[config.mk]
export PLATFORM = sky130hd
export DESIGN_NAME = qvga_cam_capture
export DESIGN_NICKNAME = d
export VERILOG_FILES = /design/src/rtl/qvga_pkg.sv /design/src/rtl/qvga_cam_capture_byte_pair.sv /design/src/rtl/qvga_cam_capture.sv
export SDC_FILE = /design/constraint.sdc
export NUM_CORES = 1
export LEC_CHECK = 0
export ABC_AREA = 1
export CAP_MARGIN = 20
export CORE_MARGIN = 5
export CORE_UTILIZATION = 30
export CTS_BUF_LIST = sky130_fd_sc_hd__clkbuf_2
export CTS_CLUSTER_SIZE = 16
export DETAILED_ROUTE_END_ITERATION = 7
export DONT_BUFFER_PORTS = 1
export GPL_TIMING_DRIVEN = 1
export HOLD_SLACK_MARGIN = 0.1
export PLACE_DENSITY = 0.47
export SYNTH_ARGS = -nofsm -noshare
export SYNTH_HDL_FRONTEND = slang
export SYNTH_SLANG_ARGS = --single-unit
[constraint.sdc]
create_clock -name clk -period 7.35 [get_ports clk]
set_input_delay 1.47 -clock clk [delete_from_list [all_inputs] [get_ports clk]]
set_output_delay 1.47 -clock clk [all_outputs]
set_load 0.01 [all_outputs]
[src/rtl/qvga_pkg.sv]
`default_nettype none
// ------------------------------------------------------------------
// qvga_pkg : shared constants and state encoding for QVGA capture
// Rev 1.0
// ------------------------------------------------------------------
package qvga_pkg;

  localparam int QVGA_H_RES  = 320;
  localparam int QVGA_V_RES  = 240;
  localparam int QVGA_ADDR_W = 17;
  localparam int RGB565_W    = 16;

  typedef enum logic [1:0] {
    SYNC   = 2'd0,
    VBLANK = 2'd1,
    SKIP   = 2'd2,
    ACTIVE = 2'd3
  } cap_state_e;

endpackage
`default_nettype wire

[src/rtl/qvga_cam_capture_byte_pair.sv]
`default_nettype none
// ------------------------------------------------------------------
// rgb565_byte_pair : joins two camera bytes into one RGB565 pixel
// Rev 1.0
// ------------------------------------------------------------------
module rgb565_byte_pair
  import qvga_pkg::*;
(
  input  logic                clk,
  input  logic                reset,
  input  logic                byte_en,
  input  logic                clear,
  input  logic [7:0]          cam_data,
  output logic                byte_phase,
  output logic                pixel_valid,
  output logic [RGB565_W-1:0] pixel
);

  logic       byte_phase_q, byte_phase_d;
  logic [7:0] hi_byte_q, hi_byte_d;

  always_comb begin
    byte_phase_d = byte_phase_q;
    hi_byte_d    = hi_byte_q;
    if (clear) begin
      byte_phase_d = 1'b0;
    end else if (byte_en) begin
      if (!byte_phase_q) begin
        hi_byte_d    = cam_data;
        byte_phase_d = 1'b1;
      end else begin
        byte_phase_d = 1'b0;
      end
    end
  end

  always_ff @(posedge clk or posedge reset) begin
    if (reset) begin
      byte_phase_q <= 1'b0;
      hi_byte_q    <= 8'h00;
    end else begin
      byte_phase_q <= byte_phase_d;
      hi_byte_q    <= hi_byte_d;
    end
  end

  assign byte_phase  = byte_phase_q;
  assign pixel_valid = byte_en & byte_phase_q;
  assign pixel       = {hi_byte_q, cam_data};

endmodule
`default_nettype wire

[src/rtl/qvga_cam_capture.sv]
`default_nettype none
// ------------------------------------------------------------------
// qvga_cam_capture : OV7670-style byte stream to QVGA frame-buffer writes
// Rev 1.0
// ------------------------------------------------------------------
module qvga_cam_capture
  import qvga_pkg::*;
#(
  parameter int H_RES  = QVGA_H_RES,
  parameter int V_RES  = QVGA_V_RES,
  parameter int ADDR_W = QVGA_ADDR_W
) (
  input  logic                clk,
  input  logic                reset,
  input  logic                cap_en,
  input  logic                vsync,
  input  logic                href,
  input  logic [7:0]          cam_data,
  output logic                we,
  output logic [ADDR_W-1:0]   wAddr,
  output logic [RGB565_W-1:0] wData,
  output logic                frame_done,
  output logic                frame_err,
  output logic                busy
);

  localparam int X_W = $clog2(H_RES + 1);
  localparam int Y_W = $clog2(V_RES + 2);
  localparam logic [X_W-1:0]    X_END     = X_W'(H_RES);
  localparam logic [Y_W-1:0]    Y_END     = Y_W'(V_RES);
  localparam logic [Y_W-1:0]    Y_SAT     = Y_W'(V_RES + 1);
  localparam logic [ADDR_W-1:0] LINE_STEP = ADDR_W'(H_RES);

  cap_state_e          state_q, state_d;
  logic [X_W-1:0]      x_q, x_d;
  logic [Y_W-1:0]      y_q, y_d;
  logic [ADDR_W-1:0]   line_base_q, line_base_d;
  logic                err_acc_q, err_acc_d;
  logic                href_d_q, href_d_d;
  logic                we_q, we_d;
  logic [ADDR_W-1:0]   waddr_q, waddr_d;
  logic [RGB565_W-1:0] wdata_q, wdata_d;
  logic                frame_done_q, frame_done_d;
  logic                frame_err_q, frame_err_d;
  logic                busy_q, busy_d;

  logic                live, line_end, byte_en, pair_clear;
  logic                byte_phase, pixel_valid;
  logic [RGB565_W-1:0] pixel;

  // vsync outranks href: once it rises, nothing from the line is processed
  assign live       = (state_q == ACTIVE) && !vsync;
  assign line_end   = live && href_d_q && !href;
  assign byte_en    = live && href;
  assign pair_clear = line_end || ((state_q == VBLANK) && !vsync);

  rgb565_byte_pair u_byte_pair (
    .clk         (clk),
    .reset       (reset),
    .byte_en     (byte_en),
    .clear       (pair_clear),
    .cam_data    (cam_data),
    .byte_phase  (byte_phase),
    .pixel_valid (pixel_valid),
    .pixel       (pixel)
  );

  always_comb begin
    state_d      = state_q;
    x_d          = x_q;
    y_d          = y_q;
    line_base_d  = line_base_q;
    err_acc_d    = err_acc_q;
    href_d_d     = href;
    we_d         = 1'b0;
    waddr_d      = waddr_q;
    wdata_d      = wdata_q;
    frame_done_d = 1'b0;
    frame_err_d  = frame_err_q;

    case (state_q)
      SYNC: begin
        if (vsync) state_d = VBLANK;
      end
      VBLANK: begin
        if (!vsync) begin
          if (cap_en) begin
            state_d     = ACTIVE;
            x_d         = '0;
            y_d         = '0;
            line_base_d = '0;
            waddr_d     = '0;
            err_acc_d   = 1'b0;
          end else begin
            state_d = SKIP;
          end
        end
      end
      SKIP: begin
        if (vsync) state_d = VBLANK;
      end
      ACTIVE: begin
        if (vsync) begin
          state_d      = VBLANK;
          frame_done_d = (y_q == Y_END) && !err_acc_q;
          frame_err_d  = err_acc_q || (y_q != Y_END);
        end else begin
          if (pixel_valid) begin
            if ((x_q < X_END) && (y_q < Y_END)) begin
              we_d    = 1'b1;
              wdata_d = pixel;
              waddr_d = line_base_q + ADDR_W'(x_q);
              x_d     = x_q + X_W'(1);
            end else begin
              err_acc_d = 1'b1;
            end
          end
          if (line_end) begin
            if ((x_q != X_END) || byte_phase) err_acc_d = 1'b1;
            x_d = '0;
            // Stop advancing once past the last line so extra lines cannot wrap
            if (y_q < Y_END) line_base_d = line_base_q + LINE_STEP;
            if (y_q != Y_SAT) y_d = y_q + Y_W'(1);
          end
        end
      end
      default: state_d = SYNC;
    endcase

    busy_d = (state_d == ACTIVE);
  end

  always_ff @(posedge clk or posedge reset) begin
    if (reset) begin
      state_q      <= SYNC;
      x_q          <= '0;
      y_q          <= '0;
      line_base_q  <= '0;
      err_acc_q    <= 1'b0;
      href_d_q     <= 1'b0;
      we_q         <= 1'b0;
      waddr_q      <= '0;
      wdata_q      <= '0;
      frame_done_q <= 1'b0;
      frame_err_q  <= 1'b0;
      busy_q       <= 1'b0;
    end else begin
      state_q      <= state_d;
      x_q          <= x_d;
      y_q          <= y_d;
      line_base_q  <= line_base_d;
      err_acc_q    <= err_acc_d;
      href_d_q     <= href_d_d;
      we_q         <= we_d;
      waddr_q      <= waddr_d;
      wdata_q      <= wdata_d;
      frame_done_q <= frame_done_d;
      frame_err_q  <= frame_err_d;
      busy_q       <= busy_d;
    end
  end

  assign we         = we_q;
  assign wAddr      = waddr_q;
  assign wData      = wdata_q;
  assign frame_done = frame_done_q;
  assign frame_err  = frame_err_q;
  assign busy       = busy_q;

endmodule
`default_nettype wire
* Word-level counts from Yosys, hierarchy flattened *
Cells that the tools add are included.
Widths: inputs -> output; s select.

cells by class
  eq/ne operators = 18
  divide/modulo/power cells = 0
  magnitude comparators = 2
  reduce and logical (&&, ||, !) cells = 25
  multiply operators = 0
  multiplexer cells = 44
  $add $sub $neg = 4
  shifts and indexed selects = 0
  bitwise logic cells = 4

operators by type and width
  cell                   count
  $mux 17                8
  $pmux 17 s2            2
  $mux 9                 6
  $mux 8                 5
  $reduce_and 6->1       4
  $pmux 9 s2             1
  $add 17x9->17          1
  $add 17x9->17 const B  1
  $mux 1                 17
  $ne 8x8->1 const B     2
  $pmux 8 s2             1
  $ne 2x2->1 const B     5
  $add 9x1->9 const B    1
  $lt 9x9->1 const B     1
  $ne 9x9->1 const B     1
  $add 8x1->8 const B    1
  $eq 8x8->1 const B     1
  $lt 8x8->1 const B     1
  $reduce_and 4->1       2
  $logic_and 1x1->1      7
  $eq 2x2->1 const B     3
  $ne 2x1->1 const B     3
  $mux 2                 2
  $pmux 2 s2             1
  other kinds (13)       20

word-level totals
  bits in read-only memories = 0
  memories = 0
  bits in writable memories = 0
  register bits after elaboration = 84
  input bits = 13
  bits in latches = 0

* Depth between registers and ports, before layout *
Gate-level depths: netlist (run 1).

  depth after elaboration = 9
  depth in mapped cells = 9
  gate-level depth less buffers = 9

* Hierarchy *
From an unflattened synthesis (run 1), not the netlist that was laid out.

second synthesis, totals
  cell total of the unflattened synthesis = 534
  area, all modules = 4141.5 um2

by module, submodules not included
  module            cells an instance  area each (um2)  times used
  qvga_cam_capture  485                3697.3           1
  rgb565_byte_pair  49                 444.2            1

* Worst setup path after synthesis (run 1) *
OpenSTA, ideal clock, no wires.

  path type = input to register
  start = input port cap_en
  end = register line_base_q[12]
  required time = 7.229 ns
  library setup time = 0.121 ns
  path buffers = 1
  path slack = 4.984 ns
  cell stages on the path = 8
  arrival = 2.246 ns
  cell sequence = o21ai_0 nor2_2 nand2_4 nor2_2 inv_2 buf_2 nand2_1 o21ai_1

between the ends
  cells in the longest elaborated chain, start to end = 2

ends and longest elaborated chain
  what                        line                     source
  from (decl)                 qvga_cam_capture.sv:15   input logic cap_en,
  $ne 2x2->1 (no line)        --
  $reduce_and 6->1 (no line)  --
  to (signal assigned)        qvga_cam_capture.sv:151  line_base_q <= line_base_d;
  to (decl)                   qvga_cam_capture.sv:37   logic [ADDR_W-1:0] line_base_q, line_base_d;

Every way passes these cells.
A chain may end at the register's enable or synchronous reset.

* Worst setup path after layout (run 1) *
  start = register wdata_q[5], in the netlist wData[5]
  end = output port wData[5]

RTL lines
  what                    line                     source
  from (decl)             qvga_cam_capture.sv:42   logic [RGB565_W-1:0] wdata_q, wdata_d;
  from (signal assigned)  qvga_cam_capture.sv:156  wdata_q <= wdata_d;
  to (decl)               qvga_cam_capture.sv:21   output logic [RGB565_W-1:0] wData,

No word-level cell between the ends.

==> run metrics, run 1 <==
ranking of synthesized cells by area=dfrtp_1 (50%), nand2_1 (16%), inv_1 (5.4%); Critical Path RT=5.88 ns; Worst Reg-to-Reg Cells=6; CTS Buf Count=9; largest net degree at the start of global routing=79; type of origin of the critical path=flip-flop; maximum achievable frequency=0.398 GHz; area of the core=12,700 um2; pre-CTS WS=4.40 ns; pwr dens=210 nW/um2; Max FO, Critical Path=2; width of the die=124 um; I/O pins=50; die area=15,400 um2; P&R area growth vs syn=6.66%; Crit Path Class=reg2out; die height=124 um; Levels on crit path=0; CP Capture Type=primary output; RSZ-0062 raised after global routing=no; IO Port Bufs=0; H-tree depth=3; vias per cell=4.51; Peak VDD IR=0.0912 mV; setup tns final=0 ns; max-cap violations=0; Post-synth EDFFs=0; Async SR Flop Fraction=100%; largest family of logic cells by synthesized area=simple AND/OR/NAND/NOR gates; static leakage=2.09 nW; vias=3,026; Compound-Gate Fraction of Synth Area=8.16%; vias in the first global route=2,977; CTS tree=done; DRT Pass-1 Iters=6; Starting Density=30.7%; root buffer cell=clkbuf_2; Final Setup Violations=0; area leader, netlist=dfrtp_1; GRT overflow=0; final worst-path cycle share=34.2%; antenna viol nets, final=0; most common cell in the netlist=nand2_1; min-delay worst type=reg2reg; Synth Register Bits=78; gp weighted congestion=0.807; clock sink count=78; Hold Vio Cnt, Final=0; worst clock skew=0.0484 ns; Yosys cell types=33; sequential share of the synthesized area=49.9%; worst-skew pair later-pin latency=0.56 ns; detailed-placement wirelength estimate=6340 um; Initial DRC Count=161; Min Clock Period, post-route=2.51 ns; outcome=complete, no violations; slack of the critical path=4.84 ns; ANT cells=0; Post-CTS Resized=0; DRC violations left=0; Core Util, Final=32.8%; syn nets=516; commonest cells in the netlist=nand2_1 (169), dfrtp_1 (78), inv_1 (56); Worst EP arrival=1.04 ns; top-area cell type share of the netlist area=49.9%; clock buffer depth=2; global-route wire length before repair=14,900 um; cells after synthesis=494; xor/xnor share of the synthesized area=1.12%; fillers=1,421; worst hold path depth=2; initial antenna violation count=0; Row Count=41; GRT Util Overall=12.3%; Mapped Area=3910 um2; post-synthesis adder-cell area fraction=2.88%; Hold Slack=0.506 ns; share of layout cells above drive strength 1=7.41%; max-slew violations=0; mux share of post-synthesis cell area=0%; WL/cell=13.1 um; syn avg cell area=7.91 um2; Total Wirelength=8790 um; CTS hold repair buffers=0; Tightest Pin Transition=0.956 ns; Main synth FF type=dfrtp_1; Ys Warns=0; Slew HR=36.1%; Net count, final=516; Reg clk slew, reported paths=0.27 ns; Post-Synth Simple-Gate Area=30.0%; postcts setup bufs=0
[path summary, 6_finish.rpt]
path,endpoint,startpoint,slack [ns]
worst max-delay path,wData[5],wData[5],4.84
worst min-delay path,wData[11],u_byte_pair.hi_byte_q[3],0.51
worst max register to register,wAddr[14],x_q[7],5.14
worst min register to register,wData[11],u_byte_pair.hi_byte_q[3],0.51
max in group asynchronous,wAddr[6],reset,5.88
min in group asynchronous,wData[4],reset,0.84
[power by group]
| group | switching (mW) | internal (mW) | total (mW) |
|---|---|---|---|
| registers | 0.0558 | 0.482 | 0.537 |
| logic | 0.0790 | 0.0423 | 0.121 |
| clock network | 0.167 | 0.0487 | 0.215 |
[cells by family (layout without fill, tap and decap cells)]
kind of cell	count (synthesis)	in the layout
and+or+nand+nor	271	271
DFF	78	78
buffers and inverters	72	77
AOI/OAI and AO/OA	59	59
adders and majority gates	9	9
xor gates and xnor gates	5	5
[cell type report]
cell class                      count  area (um2)  area share (%)
Sequential cell                    78        1950            46.8
Inverter                           59         223            5.34
Multi-Input combinational cell    344        1650            39.5
Clock inverter                      7        53.8            1.29
Clock buffer                        9        45.0            1.08
Tap cell                          172         215            5.16
Timing Repair Buffer                2        35.0           0.840
[sequential cells by signal, indices dropped and copies added, names as in the netlist, 2 cells and up]
register,cells
wAddr,17
wData,16
line_base_q,11
x_q,9
u_byte_pair.hi_byte_q,8
y_q,8
state_q,2
[routing by layer]
metal / share of wire (%) / track usage [%] / wire [um] / up-vias
li1: - / - / - / 1567
met1: 47 / 16.3 / 4140 / 1387
met2: 45 / 19.1 / 3970 / 60
met3: 6.3 / 4.45 / 551 / 12
met4: 1.5 / 3.56 / 129 / 0
met5: 0 / 0 / 0 / -
[through the flow]
step                      total power [mW]  instance area, um2  cells
after floorplan                      0.632                3910    494
after global placement               0.666                4040    654
after detailed placement             0.669                4040    654
after CTS                            0.890                4140    670
after global routing                 0.936                4170    671
final                                0.874                4170    671
[worst reg2reg max path, cell delays in order (launching register included)]
cell      delay, ns
dfrtp_1        0.50
o21ai_0        0.42
nand2_2        0.14
nor2_4         0.61
o21bai_4       0.27
nand2_1        0.13
nand2_1        0.06
[layout by cell type, fill, tap and decap left out, types with 2 or more instances in the layout]
| cell type | n |
|---|---|
| inv_6 | 3 |
| nor2_2 | 2 |
| nand2_4 | 2 |
| dfrtp_1 | 78 |
| inv_2 | 3 |
| o21ai_1 | 10 |
| xnor2_1 | 2 |
| o21ai_0 | 35 |
| nand4_1 | 8 |
| a21oi_1 | 10 |
| or2_2 | 2 |
| ha_1 | 9 |
| nand2_2 | 2 |
| nand3_1 | 41 |
| clkbuf_2 | 9 |
| nand2_1 | 169 |
| nor2_4 | 2 |
| clkinv_4 | 2 |
| nor3_1 | 8 |
| nor2_1 | 31 |
| inv_1 | 55 |
| xor2_1 | 3 |
| clkinv_2 | 3 |
Power figures use the tool's default switching activity.
==> inputs of run 2 (changes only) <==
Clock period 7.35 ns to 2.5 ns, I/O delays scaled along.
==> run 2 against run 1 <==
Core utilization up 1.4 points. Critical path type is now reg2reg. Wire length up 2.0%. Non-clock buffer count up 15. Clock skew down 0.025 ns. Largest power group unchanged. Sequential share of layout area down 1.9 points. Critical endpoint is now x_q[7]. Final area up 4.1%.
==> run metrics, run 2 (same netlist as run 1, synthesis figures left out) <==
die area=15,400 um2 (unchanged); Core Util, Final=34.1% (+1.4 points); Row Count=41 (unchanged); Total Wirelength=8970 um (+2.0%); setup tns final=0 ns (unchanged); detailed-placement wirelength estimate=6360 um (+0.37%); share of layout cells above drive strength 1=7.59% (+0.17 points); Peak VDD IR=0.270 mV (+200%); Min Clock Period, post-route=1.92 ns; worst-skew pair later-pin latency=0.59 ns (+0.03 ns); outcome=complete, no violations; Tightest Pin Transition=0.546 ns (-0.410 ns); Hold Slack=0.247 ns (-0.259 ns); CTS tree=done; DRT Pass-1 Iters=4 (-2); IO Port Bufs=0 (unchanged); largest net degree at the start of global routing=57 (-28%); P&R area growth vs syn=11.1%; Reg clk slew, reported paths=0.24 ns (-0.03 ns); static leakage=2.15 nW (+3.1%); CP Capture Type=flip-flop; Crit Path Class=reg2reg; final worst-path cycle share=77.0%; Final Cell Area=4340 um2 (+4.1%); type of origin of the critical path=flip-flop; highest-count cells in the layout ignoring fill and taps=nand2_1 (169), dfrtp_1 (78), inv_1 (55), nand3_1 (41), o21ai_0 (35); width of the die=124 um (unchanged); placement-stage cell area=4090 um2 (+1.2%); CTS Buf Count=9 (unchanged); vias=3,107 (+2.7%); RSZ-0062 raised after global routing=no; Slew HR=63.5% (+27 points); switching share of power=32.9% (-1.5 points); Critical Path RT=3.03 ns (-2.85 ns); die height=124 um (unchanged); most common cell after layout, fill and taps aside=nand2_1; global-route wire length before repair=15,100 um (+1.3%); clock sink count=78 (unchanged); Initial DRC Count=150 (-6.8%); vias per cell=4.53 (+0.43%); I/O pins=50 (unchanged); Int Power=1.79 mW (+210%); fillers=1,398 (-1.6%); max-slew violations=0 (unchanged); switching pwr=881 uW (+190%); sequential fraction of design power=59.2% (-2.3 points); GRT Util Overall=12.7% (+0.39 points); initial antenna violation count=0 (unchanged); area of the core=12,700 um2 (unchanged); DRC violations left=0 (unchanged); gp weighted congestion=0.836 (+3.6%); min-delay worst type=in2reg; max reg flops=17 (unchanged); maximum achievable frequency=0.520 GHz; Max FO, Critical Path=18 (+16); Starting Density=30.7% (unchanged); clock buffer depth=2 (unchanged); Hold Vio Cnt, Final=0 (unchanged); Final Setup Violations=0 (unchanged); pwr dens=616 nW/um2 (+190%); GRT overflow=0 (unchanged); antenna viol nets, final=0 (unchanged); H-tree depth=3 (unchanged); Worst EP arrival=2.45 ns (+1.41 ns); worst clock skew=0.0238 ns (-0.0246 ns); Clk pwr share=27.1% (+2.5 points); vias in the first global route=3,110 (+4.5%); Combinational Power Share=13.7% (-0.2 points); Net count, final=531 (+2.9%); root buffer cell=clkbuf_2; max-cap violations=0 (unchanged); WL/cell=13.1 um (-0.18%); ANT cells=0 (unchanged)
run 2: changes by cell type in the layout (fill, tap and decap cells not counted), moves of 2 or more:
cell           before  now
inv_6               3    1
dlygate4sd3_1       0   13
clkinv_2            3    1
buf_12              0    2
clkinvlp_4          0    2
run 2: final timing paths:
check,start,end,slack [ns],cells after the start
worst max register to register,x_q[7],x_q[7],0.58,8
worst min-delay path,vsync,u_byte_pair.byte_phase,0.25,2
min in group asynchronous,reset,wData[5],0.29,2
max in group asynchronous,reset,wAddr[11],1.56,3
worst min register to register,u_byte_pair.hi_byte_q[0],wData[8],0.51,2
worst max-delay path,x_q[7],x_q[7],0.58,8
run 2: worst max-delay path: stages (launching register included):
cell and delay [ns]:
dfrtp_1 0.50, o21ai_0 0.39, nand2_2 0.14, nor2_4 0.41, buf_12 0.21, nand2_1 0.06
nand2_1 0.06, inv_1 0.03, nor2_1 0.09
run 2: per-layer routing:
layer / part of all wire (%) / track usage (%)
met5: 0 / 0
met4: 2.1 / 4.72
met3: 5.6 / 4.95
met2: 47 / 20.5
met1: 45 / 15.4
run 2: stage by stage:
step	total power, mW	std cells	setup slack (ns)
floorplan	1.86	494	0.00497
global placement	1.96	657	0.578
detailed placement	1.97	657	0.566
CTS	2.72	684	0.527
global route	2.87	686	0.364
finish	2.67	686	0.576
run 2: layout make-up:
cell class                 instances  area [um2]  area share (%)
timing repair buffer              17         185            4.26
multi-input combinational        344        1650            37.9
tap                              172         215            4.96
sequential                        78        1950            44.9
inverter                          59         223            5.13
clock buffer                      10        50.0            1.15
clock inverter                     6        71.3            1.64
run 2: power by group through the flow:
stage	clock [mW]	sequential, mW	combinational, mW
CTS	0.759	1.59	0.373
global route	0.818	1.61	0.439
detailed placement	0	1.61	0.357
global placement	0	1.61	0.353
floorplan	0	1.56	0.295
finish	0.724	1.58	0.367
run 2: repair_timing:
item / CTS / global route
hold buffers: 11 / 2
setup endpoints to repair: 0 / 0
setup buffers: 0 / 0
resized for setup: 0 / 0
hold endpoints to repair: 46 / 2
